## config.mk

```make
export PLATFORM = sky130hd
export DESIGN_NAME = time_set_controller
export DESIGN_NICKNAME = d
export VERILOG_FILES = /design/src/rtl/time_set_pkg.sv /design/src/rtl/time_set_controller_auto_repeat.sv /design/src/rtl/time_set_controller.sv
export SDC_FILE = /design/constraint.sdc
export NUM_CORES = 1
export LEC_CHECK = 0
export ABC_CLOCK_PERIOD_IN_PS = 2470
export CAP_MARGIN = 20
export CORE_MARGIN = 8
export CORE_UTILIZATION = 51
export DETAILED_ROUTE_END_ITERATION = 16
export GPL_TIMING_DRIVEN = 0
export PLACE_DENSITY = 0.83
export SETUP_SLACK_MARGIN = 0.5
export SLEW_MARGIN = 25
export SYNTH_ARGS = -nofsm -noshare
export SYNTH_HDL_FRONTEND = slang
export SYNTH_SLANG_ARGS = --single-unit
```

## constraint.sdc

```tcl
create_clock -name clk_pi -period 2.47 [get_ports clk_pi]
set_input_delay 0.741 -clock clk_pi [delete_from_list [all_inputs] [get_ports clk_pi]]
set_output_delay 0.741 -clock clk_pi [all_outputs]
set_load 0.1 [all_outputs]
```

## src/rtl/time_set_pkg.sv

```systemverilog
// Shared encodings for the alarm-clock time-set controller: mode values and
// auto-repeat phases, plus the mode-advance helper.
package time_set_pkg;

    typedef enum logic [1:0] {
        MODE_RUN    = 2'd0,
        MODE_SET_A0 = 2'd1,
        MODE_SET_A1 = 2'd2
    } mode_e;

    typedef enum logic [1:0] {
        PH_IDLE   = 2'd0,
        PH_DELAY  = 2'd1,
        PH_REPEAT = 2'd2
    } phase_e;

    function automatic mode_e next_mode(input mode_e cur);
        mode_e nxt;
        case (cur)
            MODE_RUN:    nxt = MODE_SET_A0;
            MODE_SET_A0: nxt = MODE_SET_A1;
            MODE_SET_A1: nxt = MODE_RUN;
            default:     nxt = MODE_RUN;
        endcase
        return nxt;
    endfunction

endpackage

```

## src/rtl/time_set_controller_auto_repeat.sv

```systemverilog
// Hold-to-repeat engine for one adjust button: merges the press pulse with
// delayed and periodic repeat strobes into a single event pulse.
module auto_repeat
    import time_set_pkg::*;
#(
    parameter int REPEAT_DELAY = 24,
    parameter int REPEAT_RATE  = 6
) (
    input  logic clk,
    input  logic rst_n,
    input  logic press,
    input  logic held,
    input  logic rep_tick,
    input  logic flush,
    output logic evt
);

    localparam int CNT_MAX = (REPEAT_DELAY > REPEAT_RATE) ? REPEAT_DELAY : REPEAT_RATE;
    localparam int CW      = $clog2(CNT_MAX) + 1;
    localparam logic [CW-1:0] DELAY_C = CW'(REPEAT_DELAY);
    localparam logic [CW-1:0] RATE_C  = CW'(REPEAT_RATE);
    localparam logic [CW-1:0] SAT_C   = {CW{1'b1}};
    localparam logic [CW-1:0] ONE_C   = CW'(1);
    localparam logic [CW-1:0] ZERO_C  = {CW{1'b0}};

    phase_e        phase_r;
    phase_e        phase_s;
    logic [CW-1:0] cnt_r;
    logic [CW-1:0] cnt_s;
    logic [CW-1:0] cnt_inc_s;
    logic          delay_hit_s;
    logic          rate_hit_s;
    logic          strobe_s;

    // Strobe is kept independent of flush so the mode logic can depend on it without a loop.
    assign cnt_inc_s   = (cnt_r == SAT_C) ? cnt_r : (cnt_r + ONE_C);
    assign delay_hit_s = (phase_r == PH_DELAY)  && (cnt_inc_s >= DELAY_C);
    assign rate_hit_s  = (phase_r == PH_REPEAT) && (cnt_inc_s >= RATE_C);
    assign strobe_s    = held && rep_tick && !press && (delay_hit_s || rate_hit_s);
    assign evt         = press || strobe_s;

    // Next phase/count: flush beats press, press beats release, release beats ticking.
    always_comb begin
        phase_s = phase_r;
        cnt_s   = cnt_r;
        if (flush) begin
            phase_s = PH_IDLE;
            cnt_s   = ZERO_C;
        end else if (press) begin
            phase_s = PH_DELAY;
            cnt_s   = ZERO_C;
        end else if (!held) begin
            phase_s = PH_IDLE;
            cnt_s   = ZERO_C;
        end else if (rep_tick) begin
            case (phase_r)
                PH_DELAY: begin
                    if (delay_hit_s) begin
                        phase_s = PH_REPEAT;
                        cnt_s   = ZERO_C;
                    end else begin
                        cnt_s   = cnt_inc_s;
                    end
                end
                PH_REPEAT: begin
                    if (rate_hit_s) begin
                        cnt_s = ZERO_C;
                    end else begin
                        cnt_s = cnt_inc_s;
                    end
                end
                PH_IDLE: begin
                    cnt_s = ZERO_C;
                end
                default: begin
                    phase_s = PH_IDLE;
                    cnt_s   = ZERO_C;
                end
            endcase
        end else begin
            cnt_s = cnt_r;
        end
    end

    // Phase and counter state.
    always_ff @(posedge clk or negedge rst_n) begin
        if (!rst_n) begin
            phase_r <= PH_IDLE;
            cnt_r   <= ZERO_C;
        end else begin
            phase_r <= phase_s;
            cnt_r   <= cnt_s;
        end
    end

endmodule

```

## src/rtl/time_set_controller.sv

```systemverilog
// Mode sequencer, inactivity timeout and increment demux for the shared
// minute/hour buttons (clock, alarm 0, alarm 1).
module time_set_controller
    import time_set_pkg::*;
#(
    parameter int REPEAT_DELAY = 24,
    parameter int REPEAT_RATE  = 6,
    parameter int TIMEOUT_SEC  = 10
) (
    input  logic       clk_pi,
    input  logic       rst_n_pi,
    input  logic       sec_tick_pi,
    input  logic       rep_tick_pi,
    input  logic       mode_down_pi,
    input  logic       min_down_pi,
    input  logic       hr_down_pi,
    input  logic       min_held_pi,
    input  logic       hr_held_pi,
    output logic [1:0] mode_po,
    output logic       clk_inc_min_po,
    output logic       clk_inc_hr_po,
    output logic       al0_inc_min_po,
    output logic       al0_inc_hr_po,
    output logic       al1_inc_min_po,
    output logic       al1_inc_hr_po,
    output logic       setting_po
);

    localparam int TW = $clog2(TIMEOUT_SEC) + 1;
    localparam logic [TW-1:0] TIMEOUT_C = TW'(TIMEOUT_SEC);
    localparam logic [TW-1:0] TO_SAT_C  = {TW{1'b1}};
    localparam logic [TW-1:0] TO_ONE_C  = TW'(1);
    localparam logic [TW-1:0] TO_ZERO_C = {TW{1'b0}};

    mode_e         mode_r;
    mode_e         mode_s;
    logic          setting_r;
    logic [TW-1:0] to_cnt_r;
    logic [TW-1:0] to_cnt_s;
    logic [TW-1:0] to_inc_s;
    logic          expire_s;
    logic          activity_s;
    logic          flush_s;
    logic          min_evt_s;
    logic          hr_evt_s;
    logic [5:0]    inc_s;
    logic [5:0]    inc_r;

    auto_repeat #(
        .REPEAT_DELAY (REPEAT_DELAY),
        .REPEAT_RATE  (REPEAT_RATE)
    ) u_rep_min (
        .clk      (clk_pi),
        .rst_n    (rst_n_pi),
        .press    (min_down_pi),
        .held     (min_held_pi),
        .rep_tick (rep_tick_pi),
        .flush    (flush_s),
        .evt      (min_evt_s)
    );

    auto_repeat #(
        .REPEAT_DELAY (REPEAT_DELAY),
        .REPEAT_RATE  (REPEAT_RATE)
    ) u_rep_hr (
        .clk      (clk_pi),
        .rst_n    (rst_n_pi),
        .press    (hr_down_pi),
        .held     (hr_held_pi),
        .rep_tick (rep_tick_pi),
        .flush    (flush_s),
        .evt      (hr_evt_s)
    );

    assign activity_s = min_evt_s || hr_evt_s || mode_down_pi;
    assign to_inc_s   = (to_cnt_r == TO_SAT_C) ? to_cnt_r : (to_cnt_r + TO_ONE_C);
    // Any mode change (press or expiry) sends both repeat engines back to idle.
    assign flush_s    = mode_down_pi || expire_s;

    // Timeout counter and next mode; a mode press clears the count, so it always wins over expiry.
    always_comb begin
        to_cnt_s = to_cnt_r;
        expire_s = 1'b0;
        mode_s   = mode_r;
        if (mode_r == MODE_RUN) begin
            to_cnt_s = TO_ZERO_C;
        end else if (activity_s) begin
            to_cnt_s = TO_ZERO_C;
        end else if (sec_tick_pi) begin
            if (to_inc_s >= TIMEOUT_C) begin
                expire_s = 1'b1;
                to_cnt_s = TO_ZERO_C;
            end else begin
                to_cnt_s = to_inc_s;
            end
        end else begin
            to_cnt_s = to_cnt_r;
        end

        if (mode_down_pi) begin
            mode_s = next_mode(mode_r);
        end else if (expire_s) begin
            mode_s = MODE_RUN;
        end else begin
            mode_s = mode_r;
        end
    end

    // Route this cycle's events to the target selected by the current (pre-advance) mode.
    always_comb begin
        inc_s = 6'b000000;
        case (mode_r)
            MODE_RUN:    inc_s = {min_evt_s, hr_evt_s, 4'b0000};
            MODE_SET_A0: inc_s = {2'b00, min_evt_s, hr_evt_s, 2'b00};
            MODE_SET_A1: inc_s = {4'b0000, min_evt_s, hr_evt_s};
            default:     inc_s = 6'b000000;
        endcase
    end

    // Mode, timeout and output registers.
    always_ff @(posedge clk_pi or negedge rst_n_pi) begin
        if (!rst_n_pi) begin
            mode_r    <= MODE_RUN;
            setting_r <= 1'b0;
            to_cnt_r  <= TO_ZERO_C;
            inc_r     <= 6'b000000;
        end else begin
            mode_r    <= mode_s;
            setting_r <= (mode_s != MODE_RUN);
            to_cnt_r  <= to_cnt_s;
            inc_r     <= inc_s;
        end
    end

    assign mode_po        = mode_r;
    assign setting_po     = setting_r;
    assign clk_inc_min_po = inc_r[5];
    assign clk_inc_hr_po  = inc_r[4];
    assign al0_inc_min_po = inc_r[3];
    assign al0_inc_hr_po  = inc_r[2];
    assign al1_inc_min_po = inc_r[1];
    assign al1_inc_hr_po  = inc_r[0];

endmodule

```

==> impl_metrics.toml <==
[layout]
layout-drive-gt1-share_pct = 29.1
postLayoutCoreUtil_pct = 69.8
layout_commonest_cell = "dfrtp_1"
num_antenna_cells = 0
register_area_um2 = 752
multi_input_area_mm2 = 0.00118
n_fill_cell = 265
area_delta_synth_final_pct = 31.4
final_cell_mix = "29 x dfrtp_1, 19 x buf_4, 16 x nand3_1"
layout.nets = 279

[critical_path]
max_stage_delay_ps = 480
path_delay_family = "buffers and inverters"
crit_slowest_cell = "clkdlybuf4s50_1"
endpoint_kind = "flop"
critPathArrivalTime_ps = 2610
start_kind = "input port"
cp_num_buf_inv = 3
path_class = "in2reg"
cp_max_fo = 5
cp_common_cell = "buf_6"
cp.required_ps = 2620
cp_cell_sequence = "clkdlybuf4s50_1 > and3_1 > a221o_1 > buf_6 > o31ai_4 > buf_6 > nor4_2"

[synth]
syn_avg_cell_area_um2 = 8.97
seq_area_frac_synth_pct = 38.6
synth_nets = 236
syn_area_mm2 = 0.00195
syn_inst = 217
synth_seq_cells = 30
synth_ff_type = "dfrtp_1"
synth_warnings = 0
synth_cell_types = 51
synthArstFlopShare_pct = 100
synth-edff-count = 0

[die]
rows = 22
die-area_mm2 = 0.00605
core-area_mm2 = 0.00366
start_util_pct = 53.1
pin_count = 18
die_h_um = 77.8
die_width_um = 77.8

[power_and_ir_drop]
leakagePower_nw = 1.08
powerDensity_mw_per_mm2 = 631
vdd_drop_max_mv = 0.375
finalPower_mw = 1.61

[detailed_routing]
drc_errors = 0
via_count = 1836
wl_per_cell_um = 15.5
first_pass_iters = 4
drtIter0Drc = 114
routed_wl_mm = 4.79
viasPerCell = 5.94
ant_nets = 0

[sta]
setup_violations = 0
fmax_mhz = 408
fin_hold_ws_ps = 486
final_hold_viol_count = 0
period_minus_slack_ps = 2450
rsz0062_at_grt = "yes"
setup_slack_ps = 17.8
fin_skew_ps = 4.34
slew_headroom_pct = 56.2
timing.final.crit_share_pct = 99.3
slew_viol_final = 0
tightest_slew_ps = 658
tns_ps = 0

[run]
cap_violations = 0

[worst_hold_path]
hold_class = "in2async"

[cts]
htree_levels = 2
cts_root_buf = "clkbuf_8"
path_clk_slew_ps = 60
holdBufCountCts = 0
insertion_delay_ps = 280
cts_tree = "done"
cts_buffers = 5
cts_buffer_depth = 2
cts.sinks = 30

[placed_design]
place_hpwl_mm = 3.02
numPortBuffers = 17
place.gp.congestion = 0.875
dp_slack_ps = -447

[global_route]
antenna_found_initial = 0
grt_max_degree = 31
grt_pass1_wl_mm = 7.87
grtUsageTotal_pct = 15.6
first_global_vias = 1743
globalRouteOverflowTotal = 0

[outcome]
status = "completed"
## path summary, 6_finish.rpt
path                                    start                end  slack (ps)  cells past startpoint
min in group clk_pi                mode_po[1]           inc_r[4]         560                      1
hold reg to reg                    mode_po[1]           inc_r[4]         560                      1
hold / removal                       rst_n_pi        to_cnt_r[0]         490                      1
setup reg to reg           u_rep_min.cnt_r[1]  u_rep_hr.cnt_r[5]          20                      9
max in group asynchronous            rst_n_pi         mode_po[1]        1520                      1
setup / recovery                  min_held_pi  u_rep_hr.cnt_r[5]          20                      7
## flip-flops by register name, summed over array words and instances, names as in the netlist
signal,flops
u_rep_hr.cnt_r,6
u_rep_min.phase_r,2
u_rep_hr.phase_r,2
inc_r,6
mode_po,2
u_rep_min.cnt_r,6
setting_po,1
to_cnt_r,5
## stage by stage
stage | std cells | cell area, um^2
floorplan | 217 | 1980
global placement | 282 | 2210
detailed placement | 282 | 2200
CTS | 306 | 2480
global route | 309 | 2560
finish | 309 | 2560
## cells in the mapped netlist, types with 3 or more instances
library cell | number | area [um^2]
o21ai_0 | 11 | 55.1
inv_1 | 13 | 48.8
and3_1 | 5 | 31.3
nor4_1 | 4 | 25.0
ha_1 | 10 | 125
nand2b_1 | 6 | 37.5
nor3_1 | 7 | 35.0
clkbuf_1 | 3 | 11.3
nand2_1 | 11 | 41.3
a21oi_1 | 13 | 65.1
dfrtp_1 | 30 | 751
a211oi_1 | 3 | 22.5
a21o_1 | 3 | 22.5
buf_4 | 4 | 30.0
o22ai_1 | 3 | 18.8
nand3b_1 | 5 | 37.5
a31oi_1 | 4 | 25.0
nand3_1 | 16 | 80.1
nor2b_1 | 3 | 18.8
nor2_1 | 20 | 75.1
nor3b_1 | 3 | 22.5
## power breakdown
part,internal (mW),switching (mW),total [mW],leakage [nW]
clock,0.328,0.184,0.512,0.0585
combinational,0.111,0.418,0.529,0.612
sequential,0.536,0.0362,0.572,0.406
## routing by layer
metal,vias to the layer above,global-route usage [%],share of wire (%)
li1,891,-,-
met1,887,20.0,46
met2,48,23.9,47
met3,10,4.72,4.9
met4,0,6.42,1.8
met5,-,0,0
## final cells by class
cell class,count,area share [%]
buffer,10,3.38
clock inverter,1,1.17
tap,48,2.35
timing repair buffer,36,12.3
clock buffer,7,3.38
sequential,30,29.4
inverter,13,1.91
multi-input combinational,164,46.1
## cell families after synthesis
kind of cell	after synthesis	share of synthesized area, %
AOI/OAI and AO/OA	59	21.9
DFF	30	38.6
and+or+nand+nor	93	26.4
muxes	1	0.579
adders and majority gates	10	6.43
xor gates and xnor gates	1	0.450
buffers and inverters	23	5.72
## repair_timing
item / in CTS / in global routing
endpoints found under the hold margin: 0 / 0
setup endpoints to repair: 38 / 31
resized for setup: 45 / 13
setup buffers: 14 / 3
pin swaps: 6 / 4
gates cloned: 2 / 0
Power figures use the tool's default switching activity.
==> RTL edit: new RTL, same settings <==
`REPEAT_DELAY` is set to 24 in 2 places; all go to 48.
--- a/src/rtl/time_set_controller_auto_repeat.sv
+++ b/src/rtl/time_set_controller_auto_repeat.sv
@@ -4,5 +4,5 @@
     import time_set_pkg::*;
 #(
-    parameter int REPEAT_DELAY = 24,
+    parameter int REPEAT_DELAY = 48,
     parameter int REPEAT_RATE  = 6
 ) (
--- a/src/rtl/time_set_controller.sv
+++ b/src/rtl/time_set_controller.sv
@@ -4,5 +4,5 @@
     import time_set_pkg::*;
 #(
-    parameter int REPEAT_DELAY = 24,
+    parameter int REPEAT_DELAY = 48,
     parameter int REPEAT_RATE  = 6,
     parameter int TIMEOUT_SEC  = 10
Behaviour: same outputs for any inputs over 4 cycles, from zero or initial values and one cycle with rst_n_pi low; that may be too few to reach the edited logic, so the function may still have changed.
==> RTL edit against the unedited design <==
Routed wire length up 18%; area after synthesis rose by 3.0%; clock power shrank 3%; critical path type is now flop to flop; sequential power rose by 7.9%; total power up 11%; worst setup slack improved by 0.19 ns; die area up 2.3%; sequential cell count grew 2; sequential share of layout area down 0.60 points; via count increased by 9.0%; largest power group is now combinational logic; global-route usage up 2.0 points; first-iteration DRC count is 32% higher; utilization rose by 5.2 points; final area increased by 9.1%.
==> RTL edit: results (changes against the unedited design) <==
[layout]
layout-drive-gt1-share_pct = 35.64  ; +6.5 points
biggestRegsByFlops = u_rep_hr.cnt_r (7), u_rep_min.cnt_r (7), inc_r (6)

[synth]
synth.cells.most_frequent = 32 x dfrtp_1, 23 x nand2_1, 22 x nor2_1, 19 x a21oi_1, 11 x inv_1
seq_area_frac_synth_pct = 39.98  ; +1.4 points
synth_top_cells_by_area = dfrtp_1 40%, ha_1 6.2%, a21oi_1 4.7%
synth.net_count = 242  ; +2.5%
synth_cell_types = 52  ; +2.0%

[pwr]
vdd.ir_drop.worst_mv = 0.4366  ; +16%
leakage_nw = 1.164  ; +8.2%

[critical_path]
largest_incremental_delay_on_the_critical_path_ns = 0.44  ; -0.04 ns
cp.arrival_ns = 2.42  ; -0.19 ns
critical_path.startpoint = u_rep_min.cnt_r[1]
cp_max_fo = 7  ; +2
crit_family = compound AO/OA/AOI/OAI gates

[clock_network]
max-clock-path-buffers = 2  ; unchanged

[floorplan]
floorplan.core_area_um2 = 3716  ; +1.5%

[grt]
first_pass_grt_wire_length_mm = 8.852  ; +13%
grt_use_total_pct = 17.63  ; +2.0 points
first_global_vias = 1910  ; +9.6%

[placement]
port-buffer-count = 16  ; -1
place_area_um2 = 2265  ; +2.8%
dp.final_hpwl_mm = 3.119  ; +3.2%
finalWeightedCongestion = 0.8982  ; +2.6%
dpl_worst_slack_ns = -0.3225  ; +0.1249 ns

[detailed_routing]
route.vias.total = 2002  ; +9.0%

[sta]
tightestPinTransition_ns = 0.7282  ; +0.07070 ns

[outcome]
outcome = completed

==> RTL edit: changes by cell type after synthesis, moves of 4 or more <==
cell     unedited run  this run
a21oi_1            13        19
o21ai_0            11         2
nand4_1             2         7
nand2_1            11        23
nand3_1            16         9
a31oi_1             4         8
==> RTL edit: power breakdown <==
group	total [W]	leakage (nW)	switching [W]	internal (W)
Clock	0.000499	0.0541	0.000201	0.000298
Combinational	0.000680	0.678	0.000523	0.000157
Sequential	0.000617	0.432	0.0000416	0.000575
==> RTL edit: area by class of cell <==
class | count | area, um^2 | area share [%]
clock buffer | 5 | 68.82 | 2.469
tap | 48 | 60.06 | 2.154
timing repair buffer | 44 | 387.9 | 13.91
clock inverter | 3 | 42.54 | 1.526
sequential | 32 | 803.3 | 28.82
buffer | 8 | 57.56 | 2.065
multi-input combinational | 172 | 1326 | 47.58
inverter | 11 | 41.29 | 1.481
==> RTL edit: per-stage QoR <==
step	power, W	TNS, ns	instances
2_1_floorplan	0.001098	0	223
3_3_place_gp	0.001254	-6.497	287
3_5_place_dp	0.001259	-6.731	287
4_1_cts	0.001767	0	313
5_1_grt	0.001860	0	323
6_report	0.001796	0	323
==> RTL edit: kinds of logic after synthesis <==
group | count (synthesis) | synth area share, %
and+or+nand+nor | 102 | 26.30
AOI/OAI and AO/OA | 54 | 20.30
DFF | 32 | 39.98
buffers and inverters | 19 | 4.185
adders and majority gates | 10 | 6.246
muxes | 4 | 2.124
xor gates and xnor gates | 2 | 0.8746
==> RTL edit: worst paths after layout <==
kind,to,slack [ns]
hold / removal,to_cnt_r[0],0.51
hold reg to reg,inc_r[4],0.56
max in group asynchronous,u_rep_min.cnt_r[0],1.45
setup / recovery,u_rep_hr.cnt_r[2],0.21
setup reg to reg,u_rep_hr.cnt_r[2],0.21
min in group clk_pi,inc_r[4],0.56
==> RTL edit: routing by layer <==
layer | up-vias | wire length (um) | GRT usage, %
met2 | 86 | 2815 | 29.25
met5 | - | 0 | 0
met4 | 0 | 147 | 9.259
met3 | 20 | 326 | 4.100
li1 | 923 | - | -
met1 | 973 | 2338 | 20.71
==> RTL edit: timing repair <==
item / in CTS / in global routing
pin swaps: 15 / 10
endpoints found under the setup margin: 40 / 34
gates cloned: 1 / 0
hold buffers: 0 / 0
setup buffers: 17 / 10
gates resized for setup: 63 / 16
